==> src/rtl/eth_frame_fifo_ctrl.sv <==
// Frame-aware receive FIFO controller driving an external simple dual-port RAM.
// Frames become readable only after a good EOF; bad or overflowing frames are rewound.
module eth_frame_fifo_ctrl #(
    parameter int ADDR_WIDTH = 9,
    parameter int DATA_WIDTH = 32
) (
    input  logic                  clk,
    input  logic                  sreset,
    input  logic [DATA_WIDTH-1:0] in_data,
    input  logic                  in_valid,
    input  logic                  in_last,
    input  logic                  in_bad,
    output logic [ADDR_WIDTH-1:0] ram_wr_addr,
    output logic [DATA_WIDTH:0]   ram_wr_data,
    output logic                  ram_wr_en,
    output logic [ADDR_WIDTH-1:0] ram_rd_addr,
    output logic                  ram_rd_en,
    input  logic [DATA_WIDTH:0]   ram_rd_data,
    output logic [DATA_WIDTH-1:0] out_data,
    output logic                  out_last,
    output logic                  out_valid,
    input  logic                  out_ready,
    output logic                  frame_drop,
    output logic [15:0]           drop_count,
    output logic [ADDR_WIDTH:0]   frames_pending
);

    localparam logic [ADDR_WIDTH:0] PTR_DEPTH = {1'b1, {ADDR_WIDTH{1'b0}}};
    localparam logic [ADDR_WIDTH:0] PTR_ONE   = {{ADDR_WIDTH{1'b0}}, 1'b1};
    localparam logic [ADDR_WIDTH:0] CNT_ONE   = {{ADDR_WIDTH{1'b0}}, 1'b1};

    typedef enum logic [1:0] {
        S_IDLE,
        S_WRITE,
        S_DROP
    } wr_state_t;

    wr_state_t             state, state_nxt;
    logic [ADDR_WIDTH:0]   wr_ptr, wr_ptr_nxt;
    logic [ADDR_WIDTH:0]   commit_ptr, commit_ptr_nxt;
    logic [ADDR_WIDTH:0]   rd_ptr;
    logic                  full;
    logic                  wr_accept;
    logic                  commit;
    logic                  drop;

    logic [DATA_WIDTH-1:0] skid_data0, skid_data1;
    logic                  skid_last0, skid_last1;
    logic [1:0]            skid_cnt;
    logic [1:0]            occ_after;
    logic                  rd_inflight;
    logic                  pop;
    logic                  last_xfer;
    logic                  rd_issue;

    assign full = ((wr_ptr - rd_ptr) == PTR_DEPTH);

    // ---------------- write side ----------------
    always_comb begin
        state_nxt      = state;
        wr_ptr_nxt     = wr_ptr;
        commit_ptr_nxt = commit_ptr;
        wr_accept      = 1'b0;
        commit         = 1'b0;
        drop           = 1'b0;
        if (!sreset && in_valid) begin
            unique case (state)
                S_IDLE, S_WRITE: begin
                    if (in_last && in_bad) begin
                        wr_ptr_nxt = commit_ptr;
                        drop       = 1'b1;
                        state_nxt  = S_IDLE;
                    end else if (full) begin
                        // Overflow: rewind now; a final beat drops immediately
                        wr_ptr_nxt = commit_ptr;
                        if (in_last) begin
                            drop      = 1'b1;
                            state_nxt = S_IDLE;
                        end else begin
                            state_nxt = S_DROP;
                        end
                    end else begin
                        wr_accept  = 1'b1;
                        wr_ptr_nxt = wr_ptr + PTR_ONE;
                        if (in_last) begin
                            commit         = 1'b1;
                            commit_ptr_nxt = wr_ptr + PTR_ONE;
                            state_nxt      = S_IDLE;
                        end else begin
                            state_nxt = S_WRITE;
                        end
                    end
                end
                S_DROP: begin
                    if (in_last) begin
                        drop      = 1'b1;
                        state_nxt = S_IDLE;
                    end
                end
                default: state_nxt = S_IDLE;
            endcase
        end
    end

    always_ff @(posedge clk) begin
        if (sreset) begin
            state      <= S_IDLE;
            wr_ptr     <= '0;
            commit_ptr <= '0;
        end else begin
            state      <= state_nxt;
            wr_ptr     <= wr_ptr_nxt;
            commit_ptr <= commit_ptr_nxt;
        end
    end

    assign ram_wr_en   = wr_accept;
    assign ram_wr_addr = wr_ptr[ADDR_WIDTH-1:0];
    assign ram_wr_data = {in_last, in_data};

    always_ff @(posedge clk) begin
        if (sreset) begin
            frame_drop <= 1'b0;
            drop_count <= '0;
        end else begin
            frame_drop <= drop;
            if (drop && (drop_count != '1)) begin
                drop_count <= drop_count + 16'd1;
            end
        end
    end

    // ---------------- read side ----------------
    assign pop       = (skid_cnt != 2'd0) && out_ready;
    assign last_xfer = pop && skid_last0;
    // Occupancy counted after this cycle's pop so a draining skid keeps 1 beat/cycle
    assign occ_after = skid_cnt - {1'b0, pop} + {1'b0, rd_inflight};
    assign rd_issue  = !sreset && (rd_ptr != commit_ptr) && (occ_after < 2'd2);

    assign ram_rd_en   = rd_issue;
    assign ram_rd_addr = rd_ptr[ADDR_WIDTH-1:0];

    always_ff @(posedge clk) begin
        if (sreset) begin
            rd_ptr      <= '0;
            rd_inflight <= 1'b0;
            skid_cnt    <= 2'd0;
            skid_data0  <= '0;
            skid_data1  <= '0;
            skid_last0  <= 1'b0;
            skid_last1  <= 1'b0;
        end else begin
            rd_inflight <= rd_issue;
            skid_cnt    <= occ_after;
            if (rd_issue) begin
                rd_ptr <= rd_ptr + PTR_ONE;
            end
            if (pop) begin
                if (skid_cnt == 2'd2) begin
                    skid_data0 <= skid_data1;
                    skid_last0 <= skid_last1;
                    if (rd_inflight) begin
                        skid_data1 <= ram_rd_data[DATA_WIDTH-1:0];
                        skid_last1 <= ram_rd_data[DATA_WIDTH];
                    end
                end else if (rd_inflight) begin
                    skid_data0 <= ram_rd_data[DATA_WIDTH-1:0];
                    skid_last0 <= ram_rd_data[DATA_WIDTH];
                end
            end else if (rd_inflight) begin
                if (skid_cnt == 2'd0) begin
                    skid_data0 <= ram_rd_data[DATA_WIDTH-1:0];
                    skid_last0 <= ram_rd_data[DATA_WIDTH];
                end else begin
                    skid_data1 <= ram_rd_data[DATA_WIDTH-1:0];
                    skid_last1 <= ram_rd_data[DATA_WIDTH];
                end
            end
        end
    end

    assign out_valid = (skid_cnt != 2'd0);
    assign out_data  = skid_data0;
    assign out_last  = skid_last0;

    always_ff @(posedge clk) begin
        if (sreset) begin
            frames_pending <= '0;
        end else begin
            unique case ({commit, last_xfer})
                2'b10:   frames_pending <= frames_pending + CNT_ONE;
                2'b01:   frames_pending <= frames_pending - CNT_ONE;
                default: frames_pending <= frames_pending;
            endcase
        end
    end

endmodule

==> config.mk <==
export PLATFORM = sky130hd
export DESIGN_NAME = eth_frame_fifo_ctrl
export DESIGN_NICKNAME = d
export VERILOG_FILES = /design/src/rtl/eth_frame_fifo_ctrl.sv
export SDC_FILE = /design/constraint.sdc
export NUM_CORES = 1
export LEC_CHECK = 0
export CAP_MARGIN = 20
export CORE_MARGIN = 4
export CORE_UTILIZATION = 52
export DETAILED_ROUTE_END_ITERATION = 16
export PLACE_DENSITY = 0.84
export REMOVE_ABC_BUFFERS = 1
export SYNTH_ARGS = -nofsm -noshare
export SYNTH_HDL_FRONTEND = slang
export SYNTH_SLANG_ARGS = --single-unit
==> constraint.sdc <==
create_clock -name clk -period 9.76 [get_ports clk]
set_clock_uncertainty 0.2 [all_clocks]
set_input_delay 1.952 -clock clk [delete_from_list [all_inputs] [get_ports clk]]
set_output_delay 1.952 -clock clk [all_outputs]
set_load 0.005 [all_outputs]
* After elaboration in Yosys (flattened, before gate mapping) *
Index checks and enable logic that the tools add are counted.

operators by class
  mux-type cells = 40
  add/sub/neg operators = 8
  equal/unequal tests = 12
  $mul = 0
  reductions and logical operators = 21
  bitwise logic cells = 2
  divide/modulo/power cells = 0
  shifts and indexed selects = 0
  order comparisons = 1

operators with widths
  operator                 number
  $mux W32                 9
  $add A10 B1 Y10 const B  3
  $mux W1                  22
  $mux W10                 2
  $pmux W10 S2             1
  $add A16 B1 Y16 const B  1
  $ne A16 B16 Y1 const B   1
  $eq A10 B10 Y1 const B   1
  $ne A10 B10 Y1           1
  $reduce_bool A2 Y1       5
  $sub A10 B1 Y10 const B  1
  $sub A10 B10 Y10         1
  $mux W2                  4
  $logic_and A1 B1 Y1      7
  $eq A2 B2 Y1 const B     3
  $ne A2 B2 Y1 const B     3
  $reduce_and A5 Y1        1
  $eq A2 B1 Y1 const B     2
  $logic_not A2 Y1         2
  $pmux W2 S2              1
  $reduce_and A2 Y1        2
  $reduce_and A4 Y1        1
  $reduce_and A3 Y1        1
  $add A2 B1 Y2            1
  other kinds (7)          8

storage, ports and cells
  bits in latches = 0
  memory bits (writable) = 0
  logic and storage cells = 97
  input bits = 71
  memories = 0
  output and inout bits = 114
  bits in read-only memories = 0
  register bits = 128

* Depth between registers and ports, before layout *
  depth in word-level cells = 8
  gate-level depth with buffers = 21
  mapped depth without buffers = 18

* Worst setup path before layout *
Ideal clock, no wire load.

  path kind = input to register
  start = input in_valid
  end = register frames_pending[6]
  arrival = 5925 ps
  slack = 3514 ps
  setup time = 121 ps
  path buffers = 4
  cell stages on the path = 18
  cell sequence = nor2b_1 clkbuf_1 nand2b_1 a2111oi_4 buf_2 inv_1 ha_1 clkbuf_1 clkbuf_1 xor2_1 ha_1 a21oi_1 o21ai_0 a221oi_1 a21oi_1 a211oi_1 mux2i_1 mux2_2

between the ends
  longest elaborated chain between the ends = 4
  elaborated cells between the ends (all ways) = 6
  those cells by class = 2 x eq/ne; 2 x mux; 2 x reduce/logical

ends and longest elaborated chain
  element                                             RTL line  RTL
  start: declaration                                  10        input logic in_valid,
  $logic_and A1 B1 Y1 (*)                             66        if (!sreset && in_valid) begin
  $mux W1 (*)                                         66
  $eq A2 B1 Y1 or $eq A2 B2 Y1 (tied branches)        190       unique case ({commit, last_xfer})
  $pmux W10 S2 or $reduce_bool A2 Y1 (tied branches)  n/a
  end signal: assignment                              191       2'b10: frames_pending <= frames_pending + CNT_ONE;
  end signal: assignment                              192       2'b01: frames_pending <= frames_pending - CNT_ONE;
  end signal: assignment                              193       default: frames_pending <= frames_pending;
  end: declaration                                    25        output logic [ADDR_WIDTH:0] frames_pending

Every way passes the cells marked *; elsewhere a longest branch is shown, timed or not.
A chain may end at the register's enable or synchronous reset.

* Worst setup path in the final report *
Ends and elaborated chain as after synthesis.

==> Flow_metrics.wiki <==
{| class="wikitable"
! Metric !! Value
|-
| Result of the run || finished, final reports clean
|-
| Maximum number of pins on one net before global-route repair || 73
|-
| Area inside the core boundary || around 0.013 mm²
|-
| Worst rel slew slack || 0.3474
|-
| Total of endpoints with negative setup slack in the final report || 0
|-
| Die Outline Area || 0.01504 mm²
|-
| Crit path kind || in2reg
|-
| Total Neg Setup Slack || 0 ps
|-
| Type of the worst min-delay path || reg2reg
|-
| Antenna Cells || 0
|-
| Number of detailed-route iterations in the first pass || 5
|-
| End point of the critical path || frames_pending[6]
|-
| Clock buffer count from CTS || 17
|-
| Via count of the routed design || 6019
|-
| Maximum net fanout on the critical path || 19
|-
| Overflow left after global routing || 0
|-
| Placed instance area || 0.007740 mm²
|-
| Detail-routed net length per standard cell || 16.60 µm
|-
| Startpoint types || input port
|-
| Vias in the first global route || 5585
|-
| Most instantiated flip-flop cell in the synthesis netlist || sky130_fd_sc_hd__dfxtp_1
|-
| Placed wire-length estimate after detailed placement || approximately 12000 µm
|-
| Power per cell area || 199.5 mW/mm²
|-
| Starting DRC count in detailed routing || 369
|-
| Cells taking the most area after synthesis || sky130_fd_sc_hd__dfxtp_1 (38%), sky130_fd_sc_hd__mux2i_1 (6.3%), sky130_fd_sc_hd__nand2_1 (5.7%)
|-
| Last weighted congestion value of the routability-driven placer || 0.8486
|-
| Total GRT Usage || 0.2327
|-
| Yosys warnings || 0
|-
| H-tree Lvls || 4
|-
| Seq cells post-synth || 128
|-
| Arrival @ worst endpoint || 7110 ps
|-
| Remaining antenna violation count after routing || 0
|-
| Clock slew at reported path FFs || 60 ps
|-
| Largest buffer count on any clock path || 2
|-
| Startpoint of the most critical register-to-register path || rd_ptr[4]
|-
| Number of cells on the worst reg-to-reg path || 19
|-
| Most area-hungry cell type in the Yosys netlist || sky130_fd_sc_hd__dfxtp_1
|-
| DRC violations left || 0
|-
| Antenna violations before repair || 0
|-
| Post-synth cell types || 59
|-
| Number of buffers added to fix hold violations after cts || 0
|-
| Post CTS Setup Buffer Count || 0
|-
| Critical Path Sink Type || flip-flop
|-
| Most frequent cells after synthesis || sky130_fd_sc_hd__dfxtp_1 (128), sky130_fd_sc_hd__nand2_1 (103), sky130_fd_sc_hd__nor2_1 (79)
|-
| Maximum ir drop on the vdd rail || around 97 µV
|-
| Post-route minimum period || 7007 ps
|-
| Via density || 5.684
|-
| Async S/R FF share, synth || 0
|-
| Required time at the worst-slack endpoint || between 9000 and 10000 ps
|-
| Share of cells above drive strength 1 || 0.05862
|-
| CTS tree || built
|-
| Cell leakage power || 3.158 nW
|-
| Destination of the worst register-to-register timing path || frames_pending[6]
|-
| Top-level port count || 185
|-
| Gate count of the mapped netlist || 827
|-
| Final count of hold timing violations || 0
|-
| Post-route fraction of the period consumed by the critical path || 0.7179
|-
| Initial core utilization || 0.5371
|-
| Detailed-route wire length || 17580 µm
|-
| Final instance area || just over 0.008 mm²
|-
| First-pass GRT wire length || 27670 µm
|-
| DIE HEIGHT || 122.6 µm
|-
| Master cell of the clock root buffer || sky130_fd_sc_hd__clkbuf_16
|-
| Reg2Reg Setup Slack || 3830 ps
|-
| Maximum achievable frequency || 142.7 MHz
|-
| Number of enable-type register cells in the synthesized netlist || 0
|-
| Worst Hold Launch || skid_data1[10]
|-
| RSZ-0062 raised after global routing || false
|-
| Worst-Margin Slew || 976.9 ps
|-
| Layout filler cell count || 1072
|-
| Netlist Area Pre-Place || 0.006833 mm²
|-
| Per-instance average area after synthesis || 8.262 µm²
|-
| Area Growth Syn to Fin || 21.61%
|-
| Reported max-cap violation count || 0
|-
| Horizontal die dimension || 122.6 µm
|-
| Clock Sink Count || 128
|-
| Final standard cell utilization of the core || 0.6531
|-
| Launching element of the worst setup path || in_valid
|-
| Worst-Skew Late Latency || 410 ps
|-
| Final Slew Violations || 0
|-
| Sequential element share of the synthesized area || 0.3750
|-
| Top cell type's share of synthesized area || 0.3750
|-
| Standard-cell row count || 41
|-
| Most used standard cell by instance count after synthesis || sky130_fd_sc_hd__dfxtp_1
|-
| Number of input and output port buffers inserted || 120
|-
| Number of resized instances in the post-cts repair step || 0
|-
| Final-stage net count || 964
|}
[flip-flops by register name, summed over array words and instances, names as in the netlist]
name            count
commit_ptr         10
drop_count         16
frame_drop          1
frames_pending     10
out_data           32
out_last            1
rd_inflight         1
rd_ptr             10
skid_cnt            2
skid_data1         32
skid_last1          1
state               2
wr_ptr             10
[worst max-delay path, cell delays in order]
cell and delay (ps):
sky130_fd_sc_hd__clkdlybuf4s50_1 530, sky130_fd_sc_hd__nor2b_1 800, sky130_fd_sc_hd__nand2b_1 290, sky130_fd_sc_hd__a2111oi_4 380, sky130_fd_sc_hd__buf_4 290, sky130_fd_sc_hd__inv_1 100, sky130_fd_sc_hd__ha_1 410, sky130_fd_sc_hd__xor2_1 240
sky130_fd_sc_hd__ha_1 220, sky130_fd_sc_hd__a21oi_1 220, sky130_fd_sc_hd__o21ai_0 130, sky130_fd_sc_hd__a221oi_1 450, sky130_fd_sc_hd__a21oi_1 90, sky130_fd_sc_hd__a211oi_1 410, sky130_fd_sc_hd__mux2i_1 260, sky130_fd_sc_hd__mux2_2 340
[worst min path at each step]
stage | to | slack, ps | cells after the start
floorplan | skid_data1[0] | 230 | 2
global placement | skid_data1[16] | 240 | 2
detailed placement | skid_data1[11] | 250 | 2
CTS | skid_data1[1] | 250 | 2
global route | skid_data1[1] | 270 | 2
finish | skid_data1[10] | 250 | 2
[cells in the final DEF, fill, tap and decap left out, types with 4 or more instances in the layout]
| cell type | synthesis | final |
|---|---|---|
| sky130_fd_sc_hd__nand2_1 | 103 | 103 |
| sky130_fd_sc_hd__nand3b_1 | 4 | 4 |
| sky130_fd_sc_hd__a211oi_1 | 46 | 46 |
| sky130_fd_sc_hd__nand2b_1 | 7 | 7 |
| sky130_fd_sc_hd__xnor2_1 | 19 | 19 |
| sky130_fd_sc_hd__or3_1 | 21 | 21 |
| sky130_fd_sc_hd__nor2b_1 | 9 | 8 |
| sky130_fd_sc_hd__and3_1 | 8 | 8 |
| sky130_fd_sc_hd__nor3_1 | 5 | 5 |
| sky130_fd_sc_hd__nor2_1 | 79 | 79 |
| sky130_fd_sc_hd__buf_4 | 51 | 8 |
| sky130_fd_sc_hd__clkdlybuf4s50_1 | 0 | 119 |
| sky130_fd_sc_hd__a21oi_1 | 66 | 65 |
| sky130_fd_sc_hd__o21ai_1 | 9 | 9 |
| sky130_fd_sc_hd__nor4_1 | 5 | 5 |
| sky130_fd_sc_hd__a31oi_1 | 9 | 9 |
| sky130_fd_sc_hd__inv_6 | 0 | 5 |
| sky130_fd_sc_hd__nand3_1 | 23 | 23 |
| sky130_fd_sc_hd__or4_1 | 5 | 5 |
| sky130_fd_sc_hd__inv_1 | 22 | 22 |
| sky130_fd_sc_hd__o21ai_0 | 18 | 18 |
| sky130_fd_sc_hd__ha_1 | 19 | 19 |
| sky130_fd_sc_hd__and2_1 | 7 | 7 |
| sky130_fd_sc_hd__clkbuf_16 | 0 | 17 |
| sky130_fd_sc_hd__o211ai_1 | 6 | 6 |
| sky130_fd_sc_hd__dfxtp_1 | 128 | 128 |
| sky130_fd_sc_hd__mux2i_1 | 43 | 43 |
| sky130_fd_sc_hd__xor2_1 | 18 | 18 |
[cells by family after synthesis]
family	synth area share
AOI/OAI and AO/OA	0.1763
xor gates and xnor gates	0.04743
adders and majority gates	0.03479
buffers and inverters	0.09650
DFF	0.3750
muxes	0.06794
and+or+nand+nor	0.2020
[power by group]
group	switching, mW	internal [mW]
Sequential	0.0442	0.584
Clock	0.245	0.360
Combinational	0.215	0.209
[cell type report]
class,instances,area [µm²],share of cell area
clock inverters,14,130.1,0.01566
multi-input cells,577,3625,0.4362
flip-flops and latches,128,2562,0.3084
clock buffers,18,439.2,0.05285
repair buffers,127,1251,0.1506
inverters,23,86.33,0.01039
well taps,172,215.2,0.02590
[through the flow]
stage	instances	power [mW]	hold WS, ps	setup slack (ps)
after floorplan	728	0.8791	229.6	3190
after global placement	1027	1.050	240.9	2531
after detailed placement	1027	1.064	245.6	2376
after CTS	1059	1.670	253.7	2812
after global routing	1059	1.741	273.7	2293
final	1059	1.657	250.8	2753
[metal layers]
metal,share of wire,vias up,global-route usage
met5,0,-,0.02083
met4,0.013,0,0.08817
met3,0.085,26,0.09217
met2,0.46,213,0.3535
met1,0.44,2815,0.2964
li1,-,2965,-
Power figures use the tool's default switching activity.
